==> src/rtl/seg_scan_ctrl_pkg.sv <==
// Shared constants for the 7-segment scan controller: segment patterns
// (bit6=a ... bit0=g, active high) and the scan FSM state encoding.
package seg_scan_ctrl_pkg;

    localparam logic [6:0] SEG_0     = 7'b1111110;
    localparam logic [6:0] SEG_1     = 7'b0110000;
    localparam logic [6:0] SEG_2     = 7'b1101101;
    localparam logic [6:0] SEG_3     = 7'b1111001;
    localparam logic [6:0] SEG_4     = 7'b0110011;
    localparam logic [6:0] SEG_5     = 7'b1011011;
    localparam logic [6:0] SEG_6     = 7'b1011111;
    localparam logic [6:0] SEG_7     = 7'b1110000;
    localparam logic [6:0] SEG_8     = 7'b1111111;
    localparam logic [6:0] SEG_9     = 7'b1111011;
    localparam logic [6:0] SEG_BLANK = 7'b0000000;

    localparam logic [1:0] ST_IDLE  = 2'd0;
    localparam logic [1:0] ST_BLANK = 2'd1;
    localparam logic [1:0] ST_SHOW  = 2'd2;

endpackage

==> src/rtl/seg_scan_ctrl_decode.sv <==
// Combinational BCD-to-segment map; non-decimal codes 10..15 render as a
// blank digit rather than garbage.
module bcd_seg_decode
    import seg_scan_ctrl_pkg::*;
(
    input  logic [3:0] code,
    output logic [6:0] seg
);

    always_comb begin
        seg = SEG_BLANK;
        case (code)
            4'd0:    seg = SEG_0;
            4'd1:    seg = SEG_1;
            4'd2:    seg = SEG_2;
            4'd3:    seg = SEG_3;
            4'd4:    seg = SEG_4;
            4'd5:    seg = SEG_5;
            4'd6:    seg = SEG_6;
            4'd7:    seg = SEG_7;
            4'd8:    seg = SEG_8;
            4'd9:    seg = SEG_9;
            default: seg = SEG_BLANK;
        endcase
    end

endmodule

==> src/rtl/seg_scan_ctrl.sv <==
// Time-multiplexed scan controller for a common-cathode 7-segment display,
// with blanking gaps between digits and frame-synchronous double buffering.
module seg_scan_ctrl
    import seg_scan_ctrl_pkg::*;
#(
    parameter int NUM_DIGITS   = 4,
    parameter int SLOT_CYCLES  = 1000,
    parameter int BLANK_CYCLES = 2
)
(
    input  logic                    clk,
    input  logic                    rst_n,
    input  logic                    enable,
    input  logic                    load,
    input  logic [4*NUM_DIGITS-1:0] digits_in,
    input  logic [NUM_DIGITS-1:0]   dp_in,
    output logic [6:0]              seg_out,
    output logic                    dp_out,
    output logic [NUM_DIGITS-1:0]   digit_sel,
    output logic                    frame_done
);

    localparam int CNT_W = $clog2(SLOT_CYCLES);
    localparam int IDX_W = $clog2(NUM_DIGITS);
    localparam int DW    = 4 * NUM_DIGITS;
    localparam logic [NUM_DIGITS-1:0] SEL_ONE = NUM_DIGITS'(1);

    logic [1:0]       state, state_nx;
    logic [CNT_W-1:0] cnt, cnt_nx;
    logic [IDX_W-1:0] idx, idx_nx;
    logic             boundary;
    logic             wrap;

    logic [DW-1:0]         shadow_digits, active_digits;
    logic [NUM_DIGITS-1:0] shadow_dp, active_dp;
    logic                  pending;

    logic [3:0] cur_code;
    logic [6:0] dec_seg;

    // The slot counter runs across the whole slot; the first BLANK_CYCLES
    // counts are the dark gap, the remainder is the lit portion.
    always_comb begin
        state_nx = state;
        cnt_nx   = cnt;
        idx_nx   = idx;
        boundary = 1'b0;
        wrap     = 1'b0;
        if (!enable) begin
            state_nx = ST_IDLE;
            cnt_nx   = '0;
            idx_nx   = '0;
        end else begin
            case (state)
                ST_IDLE: begin
                    state_nx = ST_BLANK;
                    cnt_nx   = '0;
                    idx_nx   = '0;
                    boundary = 1'b1;
                end
                ST_BLANK: begin
                    cnt_nx = cnt + CNT_W'(1);
                    if (cnt == CNT_W'(BLANK_CYCLES - 1))
                        state_nx = ST_SHOW;
                end
                ST_SHOW: begin
                    if (cnt == CNT_W'(SLOT_CYCLES - 1)) begin
                        cnt_nx   = '0;
                        state_nx = ST_BLANK;
                        if (idx == IDX_W'(NUM_DIGITS - 1)) begin
                            idx_nx   = '0;
                            wrap     = 1'b1;
                            boundary = 1'b1;
                        end else begin
                            idx_nx = idx + IDX_W'(1);
                        end
                    end else begin
                        cnt_nx = cnt + CNT_W'(1);
                    end
                end
                default: begin
                    state_nx = ST_IDLE;
                    cnt_nx   = '0;
                    idx_nx   = '0;
                end
            endcase
        end
    end

    always_ff @(posedge clk or negedge rst_n) begin
        if (!rst_n) begin
            state <= ST_IDLE;
            cnt   <= '0;
            idx   <= '0;
        end else begin
            state <= state_nx;
            cnt   <= cnt_nx;
            idx   <= idx_nx;
        end
    end

    // A load landing on a frame boundary bypasses the shadow so it is not
    // held back a whole extra frame.
    always_ff @(posedge clk or negedge rst_n) begin
        if (!rst_n) begin
            shadow_digits <= '0;
            shadow_dp     <= '0;
            active_digits <= '0;
            active_dp     <= '0;
            pending       <= 1'b0;
        end else begin
            if (load) begin
                shadow_digits <= digits_in;
                shadow_dp     <= dp_in;
            end
            if (boundary) begin
                pending <= 1'b0;
                if (load) begin
                    active_digits <= digits_in;
                    active_dp     <= dp_in;
                end else if (pending) begin
                    active_digits <= shadow_digits;
                    active_dp     <= shadow_dp;
                end
            end else if (load) begin
                pending <= 1'b1;
            end
        end
    end

    assign cur_code = active_digits[{idx_nx, 2'b00} +: 4];

    bcd_seg_decode u_decode (
        .code (cur_code),
        .seg  (dec_seg)
    );

    // Outputs are registered from the next state so they line up with it.
    always_ff @(posedge clk or negedge rst_n) begin
        if (!rst_n) begin
            seg_out    <= '0;
            dp_out     <= 1'b0;
            digit_sel  <= '0;
            frame_done <= 1'b0;
        end else begin
            frame_done <= wrap;
            if (state_nx == ST_SHOW) begin
                digit_sel <= SEL_ONE << idx_nx;
                seg_out   <= dec_seg;
                dp_out    <= active_dp[idx_nx];
            end else begin
                digit_sel <= '0;
                seg_out   <= '0;
                dp_out    <= 1'b0;
            end
        end
    end

endmodule

==> config.mk <==
export PLATFORM = sky130hd
export DESIGN_NAME = seg_scan_ctrl
export DESIGN_NICKNAME = d
export VERILOG_FILES = /design/src/rtl/seg_scan_ctrl_pkg.sv /design/src/rtl/seg_scan_ctrl_decode.sv /design/src/rtl/seg_scan_ctrl.sv
export SDC_FILE = /design/constraint.sdc
export NUM_CORES = 1
export LEC_CHECK = 0
export BUFFER_PORTS_ARGS = -buffer_cell sky130_fd_sc_hd__buf_2
export CAP_MARGIN = 30
export CORE_ASPECT_RATIO = 0.8
export CORE_MARGIN = 2
export CORE_UTILIZATION = 35
export CTS_BUF_LIST = sky130_fd_sc_hd__clkbuf_4 sky130_fd_sc_hd__clkbuf_8
export DETAILED_ROUTE_END_ITERATION = 7
export SYNTH_ARGS = -nofsm -noshare
export SYNTH_HDL_FRONTEND = slang
export SYNTH_HIERARCHICAL = 1
export SYNTH_SLANG_ARGS = --single-unit
export TNS_END_PERCENT = 20
==> constraint.sdc <==
create_clock -name clk -period 3.7 [get_ports clk]
set_input_delay 0.925 -clock clk [delete_from_list [all_inputs] [get_ports clk]]
set_output_delay 0.925 -clock clk [all_outputs]
set_load 0.005 [all_outputs]
==> metrics.md <==
| Metric | Value |
|---|---|
| Run status | `finished, final reports clean` |
| Unrepaired setup endpoints after global routing | `no` |
| Max stage delay on crit path | `430 ps` |
| Worst setup slack after placement | `558.4 ps` |
| Average size of a mapped cell | `12.74 sq um` |
| Fraction of the cycle the final worst path needs | `78.76%` |
| Number of fillers in the final layout | `865` |
| Average wire per standard cell | `14.18 microns` |
| Final Hold Fails | `0` |
| Required time worst endpoint | `3930 ps` |
| Routability congestion estimate from global placement | `0.8201` |
| Switch share | `25.40%` |
| Number of inserted diodes | `0` |
| Power density normalized to cell area | `488.0 nW/um^2` |
| Count of cells resized by post-cts repair | `0` |
| Number of antenna violations at the first check in global routing | `0` |
| Cell types with the highest counts after synthesis | `68 x dfrtp_1, 39 x mux2_2, 18 x nor2_1` |
| # rows | `31` |
| Clock tree from TritonCTS | `built` |
| Via count of the routed design | `1,999` |
| Count of maximum capacitance violations | `0` |
| Most common flop cell mapped by yosys | `dfrtp_1` |
| Net switching power | `464.4 uW` |
| Area of the die | `9997 sq um` |
| Category of the critical setup timing path | `reg -> reg` |
| Drt via density | `4.794` |
| Placed wire-length estimate | `4190 microns` |
| Placed cell areas | `3527 sq um` |
| Post-layout instance count excluding filler cells | `417` |
| Portion of netlist area occupied by mux cells | `18.32%` |
| Post-DRT Antenna Nets | `0` |
| Largest family of logic cells by synthesized area | `multiplexers` |
| Async SR Flop Fraction | `100.0%` |
| Register area share after synthesis | `52.80%` |
| Slew HR | `65.21%` |
| Total Nets Final | `334` |
| Hold buffers post-CTS | `0` |
| XOR/XNOR Fraction of Synth Area | `2.446%` |
| Post-Route Setup TNS | `0 ps` |
| Series of cell instances along the critical path | `ha_1, and2_1, and4_1, a211oi_2, inv_2, mux2i_1, inv_1, ha_1, mux2i_1, o22ai_1, and2_1` |
| Horizontal die dimension | `111.3 microns` |
| Post-Route Skew | `9.839 ps` |
| Largest cells by area after synthesis | `dfrtp_1 53%, mux2_2 14%, ha_1 5.0%, mux2i_1 4.3%, nor2_1 2.1%` |
| Part of the total power dissipated in sequential elements | `47.1%` |
| Reg2reg setup slack | `790 ps` |
| Number of placed cells counting well taps | `401` |
| Buffer levels on the longest clock path | `2` |
| Number of levels the H-tree was split into | `3` |
| Critical Path Slowest Stage Cell | `dfrtp_1` |
| Max-slew violation total from the final report | `0` |
| Top cell type's share of synthesized area | `52.80%` |
| PnR worst setup slack | `786.0 ps` |
| Worst vdd ir | `308.2 uV` |
| Clk Latency, worst-skew pair | `350 ps` |
| Initial core utilization | `35.82%` |
| Critical path launch point type | `flip-flop` |
| Area Growth Syn to Fin | `16.27%` |
| GRT Util Overall | `12.82%` |
| Total length of routed wires | `5913 microns` |
| Post-detailed-route DRC marker count | `0` |
| Seq cells post-synth | `68` |
| Global-route wire length before repair | `10,040 microns` |
| Post-synthesis cell count | `253` |
| Most common cell in the synthesized netlist | `dfrtp_1` |
| Combinational power share | `16.1%` |
| Worst slew pin tran | `521.8 ps` |
| Count of pins on the block boundary | `37` |
| Fraction of layout instances using a drive strength above 1 | `37.09%` |
| Clock Sink Count | `68` |
| Post-synthesis simple-gate area fraction | `11.92%` |
| Violation count after the first detailed-routing iteration | `72` |
| Die H | `89.83 microns` |
| EDFF count, synth | `0` |
| Mapped Area | `3223 sq um` |
| Synthesized-area fraction occupied by ao, oa, aoi and oai cells | `5.939%` |
| Syn_nets | `290` |
| Cell-internal power | `1364 uW` |
| Min-delay worst type | `reg -> reg` |
| Area of the core | `8999 sq um` |
| Clock period minus worst slack | `2914 ps` |
| Port buffer count | `36` |
| Final Instance Area | `3747 sq um` |
| Most area-hungry cell type in the Yosys netlist | `dfrtp_1` |
| Number of iterations in the first detailed-routing pass | `4` |
| Number of distinct library cells after synthesis | `44` |
| Relative contribution of the clock network to total power | `36.8%` |
| Clock tree root buffer cell | `clkbuf_8` |
| Total CTS buffers | `9` |
| Worst setup EP type | `flip-flop` |
| Global route total overflow | `0` |
| CP Max Fanout | `7` |
| Crit path DAT | `3150 ps` |
| FMAX | `343.2 MHz` |
| Yosys warns | `6` |
| Pin count of the biggest net entering global routing | `28` |
| Clock edge transition at the registers on the reported setup and hold paths | `70 ps` |
| Reported leakage power | `0.001702 uW` |
| Post-CTS setup-driven buffer insertion count | `0` |
| Number of global-route vias before repair | `2,051` |
| Adder and majority gate portion of the synthesized area | `5.047%` |
| Final number of setup-violating endpoints | `0` |
==> sequential cells by signal (all words and copies together) (netlist names) <==
| register | flops |
|---|---|
| seg_out | 7 |
| frame_done | 1 |
| cnt | 10 |
| active_dp | 4 |
| dp_out | 1 |
| digit_sel | 4 |
| active_digits | 16 |
| pending | 1 |
| shadow_dp | 4 |
| idx | 2 |
| shadow_digits | 16 |
| state | 2 |
==> power by group through the flow <==
stage	clock network (uW)	logic, uW	registers [uW]
final	673	294	861
after global routing	728	340	872
after CTS	696	298	862
after detailed placement	0	297	877
after global placement	0	293	875
after floorplan	0	230	865
==> worst max-delay path: cells and delay by family (launching register included) <==
family          cells  cell delay [ps]
compound gates      2              450
fa+ha+maj           2              520
buf+inv             2              330
flops               1              430
mux                 2              450
simple gates        3              640
==> layer usage <==
metal	GRT usage, %	vias to the layer above	routed length, microns
met3	4.922	7	268
met1	18.25	971	3048
li1	-	981	-
met5	0	-	0
met2	17.84	40	2527
met4	4.424	0	68
==> cell usage in the layout (no fill, tap or decap), drive strengths merged, types with 6 or more instances in the layout <==
cell type,instances
and2,8
and3,7
buf,42
clkbuf,10
dfrtp,68
ha,13
inv,13
mux2,40
mux2i,14
nand2,6
nor2,18
o22ai,6
==> cell type report <==
| class | count | area, sq um | area share [%] |
|---|---|---|---|
| repair buffers | 42 | 225.2 | 6.010 |
| clock buffers | 10 | 131.4 | 3.506 |
| flip-flops and latches | 68 | 1702 | 45.41 |
| well taps | 115 | 143.9 | 3.840 |
| multi-input cells | 163 | 1408 | 37.56 |
| inverters | 13 | 48.80 | 1.302 |
| clock inverters | 6 | 88.84 | 2.371 |
==> cell families after synthesis <==
kind of cell / after synthesis
adders and majority gates: 13
buffers and inverters: 22
AOI/OAI and AO/OA: 24
muxes: 54
DFF: 68
and+or+nand+nor: 63
xor gates and xnor gates: 9
==> per-stage QoR <==
step	hold slack, ps	power [uW]	util, %
final	492.2	1829	41.64
after global placement	474.3	1168	39.20
after floorplan	457.4	1095	-
after global routing	508.2	1940	41.64
after CTS	497.0	1857	41.64
after detailed placement	481.3	1174	39.20
==> final timing paths <==
| check | start | end | cells past startpoint |
|---|---|---|---|
| max | cnt[0] | seg_out[1] | 11 |
| max in group asynchronous | rst_n | seg_out[5] | 2 |
| min reg2reg | active_digits[6] | active_digits[6] | 1 |
| min in group asynchronous | rst_n | shadow_digits[6] | 1 |
| max reg2reg | cnt[0] | seg_out[1] | 11 |
| min | active_digits[6] | active_digits[6] | 1 |
(Power assumes the default switching activity.)
